File: config.mk
export PLATFORM = sky130hd
export DESIGN_NAME = nco_tune_ctrl_flat
export DESIGN_NICKNAME = d
export VERILOG_FILES = /design/src/rtl/nco_tune_ctrl_if.sv /design/src/rtl/nco_tune_ctrl.sv /design/src/flat_wrapper.sv
export SDC_FILE = /design/constraint.sdc
export NUM_CORES = 1
export LEC_CHECK = 0
export ABC_AREA = 1
export BUFFER_PORTS_ARGS = -buffer_cell sky130_fd_sc_hd__buf_2
export CORE_ASPECT_RATIO = 1.2
export CORE_UTILIZATION = 46
export DETAILED_ROUTE_END_ITERATION = 6
export GPL_TIMING_DRIVEN = 0
export PLACE_DENSITY = 0.89
export RECOVER_POWER = 25
export SYNTH_ARGS = -nofsm -noshare
export SYNTH_HDL_FRONTEND = slang
export SYNTH_SLANG_ARGS = --single-unit
File: constraint.sdc
create_clock -name clk -period 1.6 [get_ports clk]
set_input_delay 0.16 -clock clk [delete_from_list [all_inputs] [get_ports clk]]
set_output_delay 0.16 -clock clk [all_outputs]
set_load 0.02 [all_outputs]
File: src/rtl/nco_tune_ctrl_if.sv
// Tuning request/response bundle between requesters, the NCO and nco_tune_ctrl.
// master = requester/NCO side, slave = controller side.
interface nco_tune_ctrl_if #(
   parameter int PHI_W = 32
);
   logic             req0_valid;
   logic [PHI_W-1:0] req0_phi;
   logic             req0_ready;
   logic             req1_valid;
   logic [PHI_W-1:0] req1_phi;
   logic             req1_ready;
   logic             nco_out_valid;
   logic [PHI_W-1:0] phi_inc_o;
   logic             busy;
   logic             tuned;
   logic             tuned_src;

   modport master (
      output req0_valid, req0_phi, req1_valid, req1_phi, nco_out_valid,
      input  req0_ready, req1_ready, phi_inc_o, busy, tuned, tuned_src
   );

   modport slave (
      input  req0_valid, req0_phi, req1_valid, req1_phi, nco_out_valid,
      output req0_ready, req1_ready, phi_inc_o, busy, tuned, tuned_src
   );
endinterface

File: src/rtl/nco_tune_ctrl.sv
// NCO tuning controller: round-robin arbitration of two phase-increment requesters,
// apply, settle-count on NCO out_valid, tuned pulse. NCO_TUNE_SLEW_EN adds rate-limited ramping.
module nco_tune_ctrl #(
   parameter int               PHI_W     = 32,
   parameter int               LAT       = 8,
`ifdef NCO_TUNE_SLEW_EN
   parameter logic [PHI_W-1:0] STEP_MAX  = 32'h0010_0000,
`endif
   parameter logic [PHI_W-1:0] RESET_PHI = 32'h5000_0000
) (
   input logic           clk,
   input logic           reset,
   nco_tune_ctrl_if.slave bus
);
   typedef enum logic [1:0] {IDLE = 2'd0, RAMP = 2'd1, SETTLE = 2'd2} state_t;

   localparam logic [7:0] LAT_M1 = 8'(LAT - 1);

   state_t           r_state;
   state_t           w_next;
   logic [PHI_W-1:0] r_phi;
   logic             r_src;
   logic             r_last;
   logic             r_tuned;
   logic             r_tuned_src;
   logic [7:0]       r_cnt;

   logic             w_grant0;
   logic             w_grant1;
   logic             w_xfer;
   logic             w_sel;
   logic             w_equal;
   logic             w_done;
   logic [PHI_W-1:0] w_req_phi;

`ifdef NCO_TUNE_SLEW_EN
   logic [PHI_W-1:0] r_target;
   logic [PHI_W-1:0] w_step;

   // Move at most STEP_MAX toward tgt; lands exactly on tgt once within reach.
   function automatic logic [PHI_W-1:0] slew_step(input logic [PHI_W-1:0] cur,
                                                   input logic [PHI_W-1:0] tgt);
      logic signed [PHI_W:0] d;
      d = $signed({1'b0, tgt}) - $signed({1'b0, cur});
      if (d > $signed({1'b0, STEP_MAX}))
         return cur + STEP_MAX;
      else if (d < -$signed({1'b0, STEP_MAX}))
         return cur - STEP_MAX;
      return tgt;
   endfunction

   always_comb w_step = slew_step(r_phi, r_target);
`endif

   always_comb begin
      w_grant0  = bus.req0_valid & (~bus.req1_valid | r_last);
      w_grant1  = bus.req1_valid & (~bus.req0_valid | ~r_last);
      w_xfer    = (r_state == IDLE) & ~reset & (w_grant0 | w_grant1);
      w_sel     = w_grant1;
      w_req_phi = w_sel ? bus.req1_phi : bus.req0_phi;
      w_equal   = (w_req_phi == r_phi);
      w_done    = (r_state == SETTLE) & bus.nco_out_valid & (r_cnt == LAT_M1);
   end

   always_ff @(posedge clk) begin
      if (reset)
         r_state <= IDLE;
      else
         r_state <= w_next;
   end

   always_comb begin
      w_next = r_state;
      case (r_state)
         IDLE: begin
            if (w_xfer && !w_equal)
`ifdef NCO_TUNE_SLEW_EN
               w_next = RAMP;
`else
               w_next = SETTLE;
`endif
         end
`ifdef NCO_TUNE_SLEW_EN
         RAMP:   if (w_step == r_target) w_next = SETTLE;
`endif
         SETTLE: if (w_done) w_next = IDLE;
         default: w_next = IDLE;
      endcase
   end

   always_ff @(posedge clk) begin
      if (reset) begin
         r_phi       <= RESET_PHI;
         r_last      <= 1'b1;
         r_tuned     <= 1'b0;
         r_tuned_src <= 1'b0;
         r_cnt       <= '0;
      end else begin
         r_tuned <= 1'b0;
         case (r_state)
            IDLE: begin
               if (w_xfer) begin
                  r_last <= w_sel;
                  r_cnt  <= '0;
                  // Equal target completes immediately without settling.
                  if (w_equal) begin
                     r_tuned     <= 1'b1;
                     r_tuned_src <= w_sel;
                  end
`ifndef NCO_TUNE_SLEW_EN
                  r_phi <= w_req_phi;
`endif
               end
            end
`ifdef NCO_TUNE_SLEW_EN
            RAMP: r_phi <= w_step;
`endif
            SETTLE: begin
               if (bus.nco_out_valid)
                  r_cnt <= r_cnt + 8'd1;
               if (w_done) begin
                  r_tuned     <= 1'b1;
                  r_tuned_src <= r_src;
               end
            end
            default: ;
         endcase
      end
   end

   always_ff @(posedge clk) begin
      if (w_xfer) begin
         r_src <= w_sel;
`ifdef NCO_TUNE_SLEW_EN
         r_target <= w_req_phi;
`endif
      end
   end

   always_comb begin
      bus.req0_ready = (r_state == IDLE) & ~reset & w_grant0;
      bus.req1_ready = (r_state == IDLE) & ~reset & w_grant1;
      bus.phi_inc_o  = r_phi;
      bus.busy       = (r_state != IDLE);
      bus.tuned      = r_tuned;
      bus.tuned_src  = r_tuned_src;
   end
endmodule

File: src/flat_wrapper.sv
// flat-port wrapper written by rule: the top's interface ports become plain ports
module nco_tune_ctrl_flat 
#(
   parameter int               PHI_W     = 32,
   parameter int               LAT       = 8,

   parameter logic [PHI_W-1:0] RESET_PHI = 32'h5000_0000
)
  (clk, reset, bus_req0_valid, bus_req0_phi, bus_req1_valid, bus_req1_phi, bus_nco_out_valid, bus_req0_ready, bus_req1_ready, bus_phi_inc_o, bus_busy, bus_tuned, bus_tuned_src);
  nco_tune_ctrl_if #(.PHI_W(PHI_W)) bus_i ();
  input logic clk;
  input logic reset;
  input wire logic [$bits(bus_i.req0_valid)-1:0] bus_req0_valid;
  input wire logic [$bits(bus_i.req0_phi)-1:0] bus_req0_phi;
  input wire logic [$bits(bus_i.req1_valid)-1:0] bus_req1_valid;
  input wire logic [$bits(bus_i.req1_phi)-1:0] bus_req1_phi;
  input wire logic [$bits(bus_i.nco_out_valid)-1:0] bus_nco_out_valid;
  output wire logic [$bits(bus_i.req0_ready)-1:0] bus_req0_ready;
  output wire logic [$bits(bus_i.req1_ready)-1:0] bus_req1_ready;
  output wire logic [$bits(bus_i.phi_inc_o)-1:0] bus_phi_inc_o;
  output wire logic [$bits(bus_i.busy)-1:0] bus_busy;
  output wire logic [$bits(bus_i.tuned)-1:0] bus_tuned;
  output wire logic [$bits(bus_i.tuned_src)-1:0] bus_tuned_src;
  assign bus_i.req0_valid = bus_req0_valid;
  assign bus_i.req0_phi = bus_req0_phi;
  assign bus_i.req1_valid = bus_req1_valid;
  assign bus_i.req1_phi = bus_req1_phi;
  assign bus_i.nco_out_valid = bus_nco_out_valid;
  assign bus_req0_ready = bus_i.req0_ready;
  assign bus_req1_ready = bus_i.req1_ready;
  assign bus_phi_inc_o = bus_i.phi_inc_o;
  assign bus_busy = bus_i.busy;
  assign bus_tuned = bus_i.tuned;
  assign bus_tuned_src = bus_i.tuned_src;
  nco_tune_ctrl #(.PHI_W(PHI_W), .LAT(LAT), .RESET_PHI(RESET_PHI)) u_core (.clk(clk), .reset(reset), .bus(bus_i));
endmodule
; ---- Yosys cells after proc, flatten, opt, wreduce, memory -nomap -nowiden
; Cells that the tools add are included.
[classes]
add_sub_neg = 1
n_eq_ne = 8
mux = 15
bitwise = 15
reduce_logical = 9
[op_table]
columns = cell, n
row1 = equality test 32 bit, 1
row2 = 2-to-1 mux 32 bit, 1
row3 = 2-to-1 mux 8 bit, 2
row4 = one-hot mux 8 bit (2 select lines), 1
row5 = "adder 8 x 1 -> 8 bit, second input constant", 1
row6 = bitwise AND 1 bit, 8
row7 = "equality test 8 x 3 -> 1 bit, second input constant", 1
row8 = "inequality test 2 x 1 -> 1 bit, second input constant", 4
row9 = 2-to-1 mux 1 bit, 6
row10 = 2-to-1 mux 2 bit, 2
row11 = inverter 1 bit, 4
row12 = one-hot mux 1 bit (2 select lines), 2
row13 = one-hot mux 2 bit (2 select lines), 1
row14 = AND reduction 2 bit, 2
row15 = AND reduction 4 bit, 1
row16 = nonzero test 2 bit, 2
row17 = OR 1 bit, 3
row18 = AND reduction 3 bit, 1
row19 = "equality test 2 bit, second input constant", 1
row20 = logical NOT 2 bit, 1
row21 = "inequality test 2 bit, second input constant", 1
row22 = logical AND 1 bit, 1
row23 = logical NOT 1 bit, 1
[totals]
ff_bits = 46
inputBits = 69
out_inout_bits = 37
wordCells = 55

; ---- Logic depth before layout (Yosys ltp)
; Gate-level depths: netlist (run 1).
[depth]
ltp_word = 9
ltp_mapped = 15
depth_no_buf = 15

; ---- Worst setup path after synthesis (run 1)
; Ideal clock, no wire load.
[synth_path]
kind = register -> register
start = register u_core.r_state[1]
end = register u_core.r_src (enable)
setup_time_ps = 306
arrival_ps = 1447
required_time_ps = 1294
path_slack_ps = -152
stages_incl_launch_ff = 9
path_buffers = 2
synth_period_minus_slack_ps = 1752
cell_sequence = dfxtp_1 -> nor2_1 -> inv_1 -> or2_1 -> inv_2 -> nor2_2 -> inv_1 -> buf_2 -> buf_2
[synth_via]
elab_chain_cells = 3
[synth_lines]
columns = item, line_no
row1 = start: declaration, nco_tune_ctrl.sv:19  ; state_t r_state;
row2 = start signal: assignment, nco_tune_ctrl.sv:69  ; r_state <= w_next;
row3 = logical NOT 2 bit, nco_tune_ctrl.sv:58  ; w_xfer = (r_state == IDLE) & ~reset & (w_grant0 | w_grant1);
row4 = bitwise AND 1 bit (2 in a row), nco_tune_ctrl.sv:58
row5 = net u_core.w_xfer, nco_tune_ctrl.sv:30  ; logic w_xfer;
row6 = end signal: assignment, nco_tune_ctrl.sv:133  ; r_src <= w_sel;
row7 = end: declaration, nco_tune_ctrl.sv:22  ; logic r_src;
; The timed path passes the listed nets, and every way through them passes these cells.
; A chain may end at the register's enable or synchronous reset.

; ---- Final worst setup path (run 1)
[layout_path]
start = register u_core.r_last
end = register u_core.r_tuned_src (netlist: u_core.bus.tuned_src)
[layout_via]
elab_chain_cells = 7
elab_cells_between_ends = 15
classes_between = 3 x eq/ne / 4 x mux / 7 x bitwise / 1 x reduce/logical
[layout_lines]
columns = item, line_no
row1 = start: declaration, nco_tune_ctrl.sv:23  ; logic r_last;
row2 = start signal: assignment, nco_tune_ctrl.sv:103  ; r_last <= w_sel;
row3 = inverter 1 bit, nco_tune_ctrl.sv:57  ; w_grant1 = bus.req1_valid & (~bus.req0_valid | ~r_last);
row4 = OR 1 bit, nco_tune_ctrl.sv:57
row5 = bitwise AND 1 bit, nco_tune_ctrl.sv:57
row6 = 2-to-1 mux 32 bit / OR 1 bit (equally long branches), "nco_tune_ctrl.sv:60, nco_tune_ctrl.sv:58"
row7 = equality test 32 bit / bitwise AND 1 bit (equally long branches), "nco_tune_ctrl.sv:61, nco_tune_ctrl.sv:58"
row8 = inequality test 2 x 1 -> 1 bit (no source line), --
row9 = AND reduction 4 bit (no source line), --
row10 = end signal: assignment, nco_tune_ctrl.sv:108  ; r_tuned_src <= w_sel;
row11 = end signal: assignment, nco_tune_ctrl.sv:123  ; r_tuned_src <= r_src;
row12 = end: declaration, nco_tune_ctrl.sv:25  ; logic r_tuned_src;
; Several ways; a longest one is shown, not always the timed one. The select of a mux whose other input is x is not followed.

==> results of run 1 <==
==> where the power goes <==
part / leakage (nW) / internal, mW / switching (mW)
combinational: 1.85 / 0.593 / 0.796
clock: 0.0395 / 0.312 / 0.415
sequential: 0.372 / 1.22 / 0.0981
==> what timing repair did <==
| action | in CTS | in global routing |
|---|---|---|
| cloned | 1 | 6 |
| gates resized for setup | 46 | 102 |
| pin swaps | 8 | 18 |
| endpoints found under the setup margin | 38 | 45 |
| buffers inserted | 12 | 8 |
==> routing by layer <==
metal  vias up  share of wire  GRT usage
li1       1871              -          -
met1      1856           0.36     0.3514
met2       322           0.48     0.4844
met3        82          0.087    0.04129
met4         0          0.064     0.1852
met5         -              0          0
==> worst max-delay path, stage by stage, from the launching register on <==
cell and delay [ps]:
dfxtp_4 390, nand2_8 110, nand2_8 140, buf_8 160
nand2_2 70, nand2_1 50, nand2_1 50, nand2_1 80
nand2_1 50, nor2_1 110, nand2_1 130, nor2_2 170
nand3_2 110, nand3_1 90, nand2_1 50, nor2_1 110
==> how the worst max path moves through the flow <==
| stage | from | to | slack (ps) |
|---|---|---|---|
| 4_1_cts | u_core.r_last$_SDFFE_PP1P_ | u_core.bus.tuned_src$_SDFFE_PP0P_ | -140 |
| 3_3_place_gp | u_core.r_last$_SDFFE_PP1P_ | u_core.bus.tuned_src$_SDFFE_PP0P_ | -250 |
| 5_1_grt | u_core.r_last$_SDFFE_PP1P_ | u_core.bus.tuned_src$_SDFFE_PP0P_ | -440 |
| 6_report | u_core.r_last$_SDFFE_PP1P_ | u_core.bus.tuned_src$_SDFFE_PP0P_ | -350 |
| 2_1_floorplan | u_core.r_state[1]$_SDFFE_PP0P_ | u_core.r_cnt[7]$_SDFFE_PP0P_ | -6 |
| 3_5_place_dp | u_core.r_last$_SDFFE_PP1P_ | u_core.bus.tuned_src$_SDFFE_PP0P_ | -310 |
==> flip-flops by register name (all words and copies together), names as in the netlist <==
name	cells
u_core.bus.phi_inc_o	32
u_core.bus.tuned	1
u_core.bus.tuned_src	1
u_core.r_cnt	8
u_core.r_last	1
u_core.r_src	1
u_core.r_state	1
==> Yosys cell counts (all sizes together) <==
cell type  count
a211oi         6
a21oi         18
a311oi         2
a31oi         16
buf           17
clkbuf         6
dfxtp         44
edfxtp         1
ha             1
inv           56
nand2        164
nand3         66
nand3b        26
nand4          3
nor2          27
nor3           4
nor4           1
o21ai         26
or2            2
xor2           1
==> cells in the final DEF, fill, tap and decap left out, types with 6 or more instances in the layout <==
cell type  netlist  final
nand2_1        161    134
buf_2           12    106
nand3_1         66     61
inv_1           54     50
dfxtp_1         44     42
nand3b_1        26     26
nand2_2          1     22
nor2_1          25     17
a21oi_1         18     14
a31oi_1         16     14
buf_4            2     11
buf_8            0     11
buf_6            3     11
o21ai_2          0     10
o21ai_0         24      9
clkbuf_1         6      7
o21ai_1          2      7
nand2_4          1      6
==> logic make-up (layout without fill, tap and decap cells) <==
family | count (synthesis) | count (layout) | synth area share
AND/OR/NAND/NOR | 293 | 294 | 0.4456
buffers and inverters | 79 | 216 | 0.1143
XOR/XNOR | 1 | 1 | 0.002932
adder cells (fa/ha/maj) | 1 | 1 | 0.004187
AO/OA/AOI/OAI | 68 | 68 | 0.1281
flip-flops | 45 | 45 | 0.3049
==> final cells by class <==
type                            instances  area (sq um)  area share
Multi-Input combinational cell        364          2043      0.4554
Sequential cell                        45         918.4      0.2047
Timing Repair Buffer                  129         872.1      0.1944
Buffer                                 23         257.7     0.05745
Inverter                               56         212.7     0.04741
Tap cell                               82         102.6     0.02287
Clock buffer                            8         80.08     0.01785
==> through the flow <==
stage | instances | setup slack [ps] | util
4_1_cts | 694 | -141.3 | 0.6391
3_3_place_gp | 673 | -245.9 | 0.5898
3_5_place_dp | 673 | -310.3 | 0.5898
5_1_grt | 707 | -444.2 | 0.7275
6_report | 707 | -347.4 | 0.7275
2_1_floorplan | 487 | -6.395 | -
==> flow_summary.yaml, run 1 <==
status:
  status: "finished, violations left"
  violations: "negative setup slack"
timing:
  hold_slack_ps: 126.6
  worstMarginPinSlew_ps: 732.9
  maxSlewHeadroom: 0.5114
  rsz0062_at_grt: "true"
  hold_violations: 0
  period_share: 1.217
  fmax_ghz: 0.5135
  fin_worst_skew_ps: 3.862
  setup_ws_ps: -347.4
  drv_slew: 0
  setup_violations: 45
  tns_ps: -7390
  period_needed_ps: 1947
global_routing:
  grt_pass1_vias: 3576
  grt_max_degree: 13
  antenna_found_initial: 0
  grt_usage: 0.2956
  grt_overflow: 0
  grt_pass1_wl_microns: 15550
synthesis:
  synth_area_leaders: "dfxtp_1, nand2_1, nand3_1"
  yosysWarnings: 0
  synth_fp_nets: 557
  yosys.cell_types.count: 29
  syn-cell-area_sq_mm: 0.002988
  ys_ff_latch: 45
  synth.avg_cell_area_sq_um: 6.135
  synth_cells: 487
  synth_largest_area_cell: "dfxtp_1"
  seq_area_frac_synth: 0.3049
  synth_top_cell_area_share: 0.2948
routing:
  wl_per_cell_microns: 16.84
  drc: 0
  first_pass_iters: 7
  vias_per_cell: 5.843
  finalWirelength_microns: 11910
  vias: 4131
  antenna_violating_nets_post_route: 0
  drtIter0Drc: 473
setup_path:
  crit_fanout: 7
  crit_type: "reg -> reg"
  worstPathArrival_ps: 2200
  r2r_slack_ps: -350
  r2r_cells: 15
  regToRegStartpoint: "u_core.r_last$_SDFFE_PP1P_"
  critPathRequiredTime_ps: 1850
  cp-start-kind: "flop"
  reg2reg_to: "u_core.bus.tuned_src$_SDFFE_PP0P_"
  cp-end-kind: "flop"
final_layout:
  final_area_sq_mm: 0.004487
  layout.nets: 694
  drive_gt1_frac: 0.3728
  diodes: 0
  num-fill-cells: 407
  syn_to_final_growth_pct: 50.17
job:
  maxCapViolations: 0
clock_tree:
  clk_latency_ps: 310
  cts_tree: "built"
  hold_buffers: 0
  clockBufferDepth: 2
  cts_max_level: 2
  cts.sinks: 45
  clk_pin_slew_ps: 90
  cts_inserted_buffers: 5
  cts_root_buf: "clkbuf_8"
power:
  ir_drop_mv: 0.5143
  p_per_area_mw_per_mm2: 764.7
  power_mw: 3.431
  power.leakage_nw: 2.258
die:
  start_util: 0.4845
  ios: 106
  rows: 31
  die_w_microns: 75.57
  core_area_sq_mm: 0.006167
  die_area_sq_mm: 0.006823
  die_h_microns: 90.29
min_path:
  min_to: "u_core.r_cnt[1]$_SDFFE_PP0P_"
  whs_path_depth: 3
  min-delay-start: "bus_nco_out_valid"
  holdCritPathClass: "in -> reg"
place:
  portBuffers: 104
  gp_congestion: 0.8729
  dpl_cell_area_sq_mm: 0.003637
  dpl.hpwl_microns: 7087
(Power assumes the default switching activity.)
==> inputs of run 2 (changes only) <==
--- a/config.mk
+++ b/config.mk
@@ -6,12 +6,13 @@
 export NUM_CORES = 1
 export LEC_CHECK = 0
 export ABC_AREA = 1
-export BUFFER_PORTS_ARGS = -buffer_cell sky130_fd_sc_hd__buf_2
 export CORE_ASPECT_RATIO = 1.2
-export CORE_UTILIZATION = 46
+export CORE_UTILIZATION = 58
+export CTS_CLUSTER_SIZE = 24
 export DETAILED_ROUTE_END_ITERATION = 6
+export DONT_BUFFER_PORTS = 1
 export GPL_TIMING_DRIVEN = 0
-export PLACE_DENSITY = 0.89
+export PLACE_DENSITY = 0.87
 export RECOVER_POWER = 25
 export SYNTH_ARGS = -nofsm -noshare
 export SYNTH_HDL_FRONTEND = slang
==> flow_summary.yaml, run 2 (same netlist as run 1, synthesis figures left out) <==
final_layout:
  syn_to_final_growth_pct: 27.47
  layout.nets: 581
  largest_reg_flops: 32
  final_cell_mix: "nand2_1, nand3_1, inv_1, dfxtp_1, nand3b_1"
  layout.cells.non_filler: 572
  final_area_sq_mm: 0.003809
  diodes: 0
  drive_gt1_frac: 0.1875
  layout_commonest_cell: "nand2_1"
clock_tree:
  clk_pin_slew_ps: 90
  cts.sinks: 45
  cts_inserted_buffers: 5
  cts_root_buf: "clkbuf_8"
  cts_max_level: 2
  clk_latency_ps: 300
  cts_tree: "built"
  clockBufferDepth: 2
timing:
  drv_slew: 0
  worstMarginPinSlew_ps: 675.0
  fmax_ghz: 0.5145
  fin_worst_skew_ps: 5.263
  setup_violations: 43
  maxSlewHeadroom: 0.5500
  hold_violations: 0
  rsz0062_at_grt: "true"
  hold_slack_ps: 12.25
  period_needed_ps: 1943
  setup_ws_ps: -343.5
  period_share: 1.215
setup_path:
  cpMostUsedCell: "nand2_1"
  critPathRequiredTime_ps: 1840
  r2r_slack_ps: -340
  crit_fanout: 8
  startpoint: "u_core.r_last$_SDFFE_PP1P_"
  cp-start-kind: "flop"
  regToRegStartpoint: "u_core.r_last$_SDFFE_PP1P_"
  crit_type: "reg -> reg"
  cpPeakStageDelay_ps: 390
  cp-end-kind: "flop"
  reg2reg_to: "u_core.bus.tuned_src$_SDFFE_PP0P_"
  crit_path_end: "u_core.bus.tuned_src$_SDFFE_PP0P_"
  crit_chain: "nand2_8 -> nand2_4 -> clkbuf_16 -> nand2_1 -> nand2_1 -> nand2_1 -> nand2_1 -> nand2_1 -> nor2_1 -> nand2_1 -> nor2_4 -> nand3_2 -> nand3_2 -> nand2_1 -> nor2_1"
  worstPathArrival_ps: 2190
  r2r_cells: 15
  critical-path-slowest-cell: "dfxtp_4"
routing:
  drc: 0
  drtIter0Drc: 334
  maxUsedRoutingLayer: "met4"
  finalWirelength_microns: 10790
  wl_per_cell_microns: 18.85
  antenna_violating_nets_post_route: 0
  met3WireLength_microns: 1272
  first_pass_iters: 5
  vias_per_cell: 6.439
  dr_wl_met2_microns: 5271
  vias: 3683
  wl_met1_microns: 3713
min_path:
  holdCritPathClass: "in -> reg"
die:
  core_area_sq_mm: 0.004940
  ios: 106
  die_h_microns: 80.63
  rows: 28
  die_area_sq_mm: 0.005444
  start_util: 0.6049
  die_w_microns: 67.52
power:
  p_per_area_mw_per_mm2: 887.8
  ir_drop_mv: 0.7420
  power.leakage_nw: 1.771
global_routing:
  grt_overflow: 0
  grt_pass1_wl_microns: 13790
  grt_pass1_vias: 3131
  antenna_found_initial: 0
  grt_usage: 0.3382
  grt_max_degree: 15
place:
  dpl_cell_area_sq_mm: 0.003089
  dpl.hpwl_microns: 6261
  portBuffers: 0
  pre_cts_slack_ps: -350.2
  gp_congestion: 0.9072
  dp_cells: 547
job:
  maxCapViolations: 0
status:
  status: "finished, violations left"
  violations: "negative setup slack"
## run 2: final cells by class
class / instances / area (sq um)
multi-input combinational: 364 / 1949
fill: 328 / 1131
sequential: 45 / 918.4
timing repair buffer: 16 / 266.5
buffer: 23 / 261.5
inverter: 56 / 217.7
clock buffer: 6 / 82.58
tap: 60 / 75.07
clock inverter: 2 / 37.54
## run 2: worst min path at each step
stage,slack (ps),from,cells after the start,endpoint
after floorplan,260,reset,2,u_core.bus.phi_inc_o[30]$_SDFFE_PP1P_
after CTS,20,bus_nco_out_valid,2,u_core.r_cnt[1]$_SDFFE_PP0P_
after global placement,270,reset,2,u_core.bus.phi_inc_o[30]$_SDFFE_PP1P_
final,10,reset,3,u_core.r_cnt[5]$_SDFFE_PP0P_
after global routing,20,reset,3,u_core.r_cnt[5]$_SDFFE_PP0P_
after detailed placement,270,reset,2,u_core.bus.phi_inc_o[30]$_SDFFE_PP1P_
## run 2: per-stage QoR
stage,total power [mW],setup TNS [ps],utilization
after global routing,3.502,-14910,0.7710
after detailed placement,2.136,-9477,0.6254
after global placement,2.111,-7954,0.6254
final,3.381,-9344,0.7710
after floorplan,1.964,-6.395,-
after CTS,3.151,-578.4,0.6973
## run 2: repair_timing
action / in CTS / in global routing
endpoints found under the setup margin: 43 / 43
pin swaps: 3 / 7
hold buffers: 1 / 0
cloned: 1 / 6
hold endpoints to repair: 1 / 0
setup buffers: 6 / 3
resized for setup: 52 / 55
## run 2: metal layers
metal	track usage	vias to the layer above
met2	0.5931	294
met4	0.1553	0
met1	0.3705	1669
met5	0	-
met3	0.08381	65
li1	-	1655
## run 2: power breakdown
group | internal (mW) | total, mW | switching (mW) | leakage (nW)
Sequential | 1.22 | 1.43 | 0.208 | 0.372
Clock | 0.509 | 0.944 | 0.435 | 0.0574
Combinational | 0.439 | 1.01 | 0.573 | 1.34
Total | 2.16 | 3.38 | 1.22 | 1.77
## run 2: critical path, delay by kind of cell, from the launching register on
kind          cells  cell delay, ps
buf+inv           1             150
flops             1             390
simple gates     14            1320
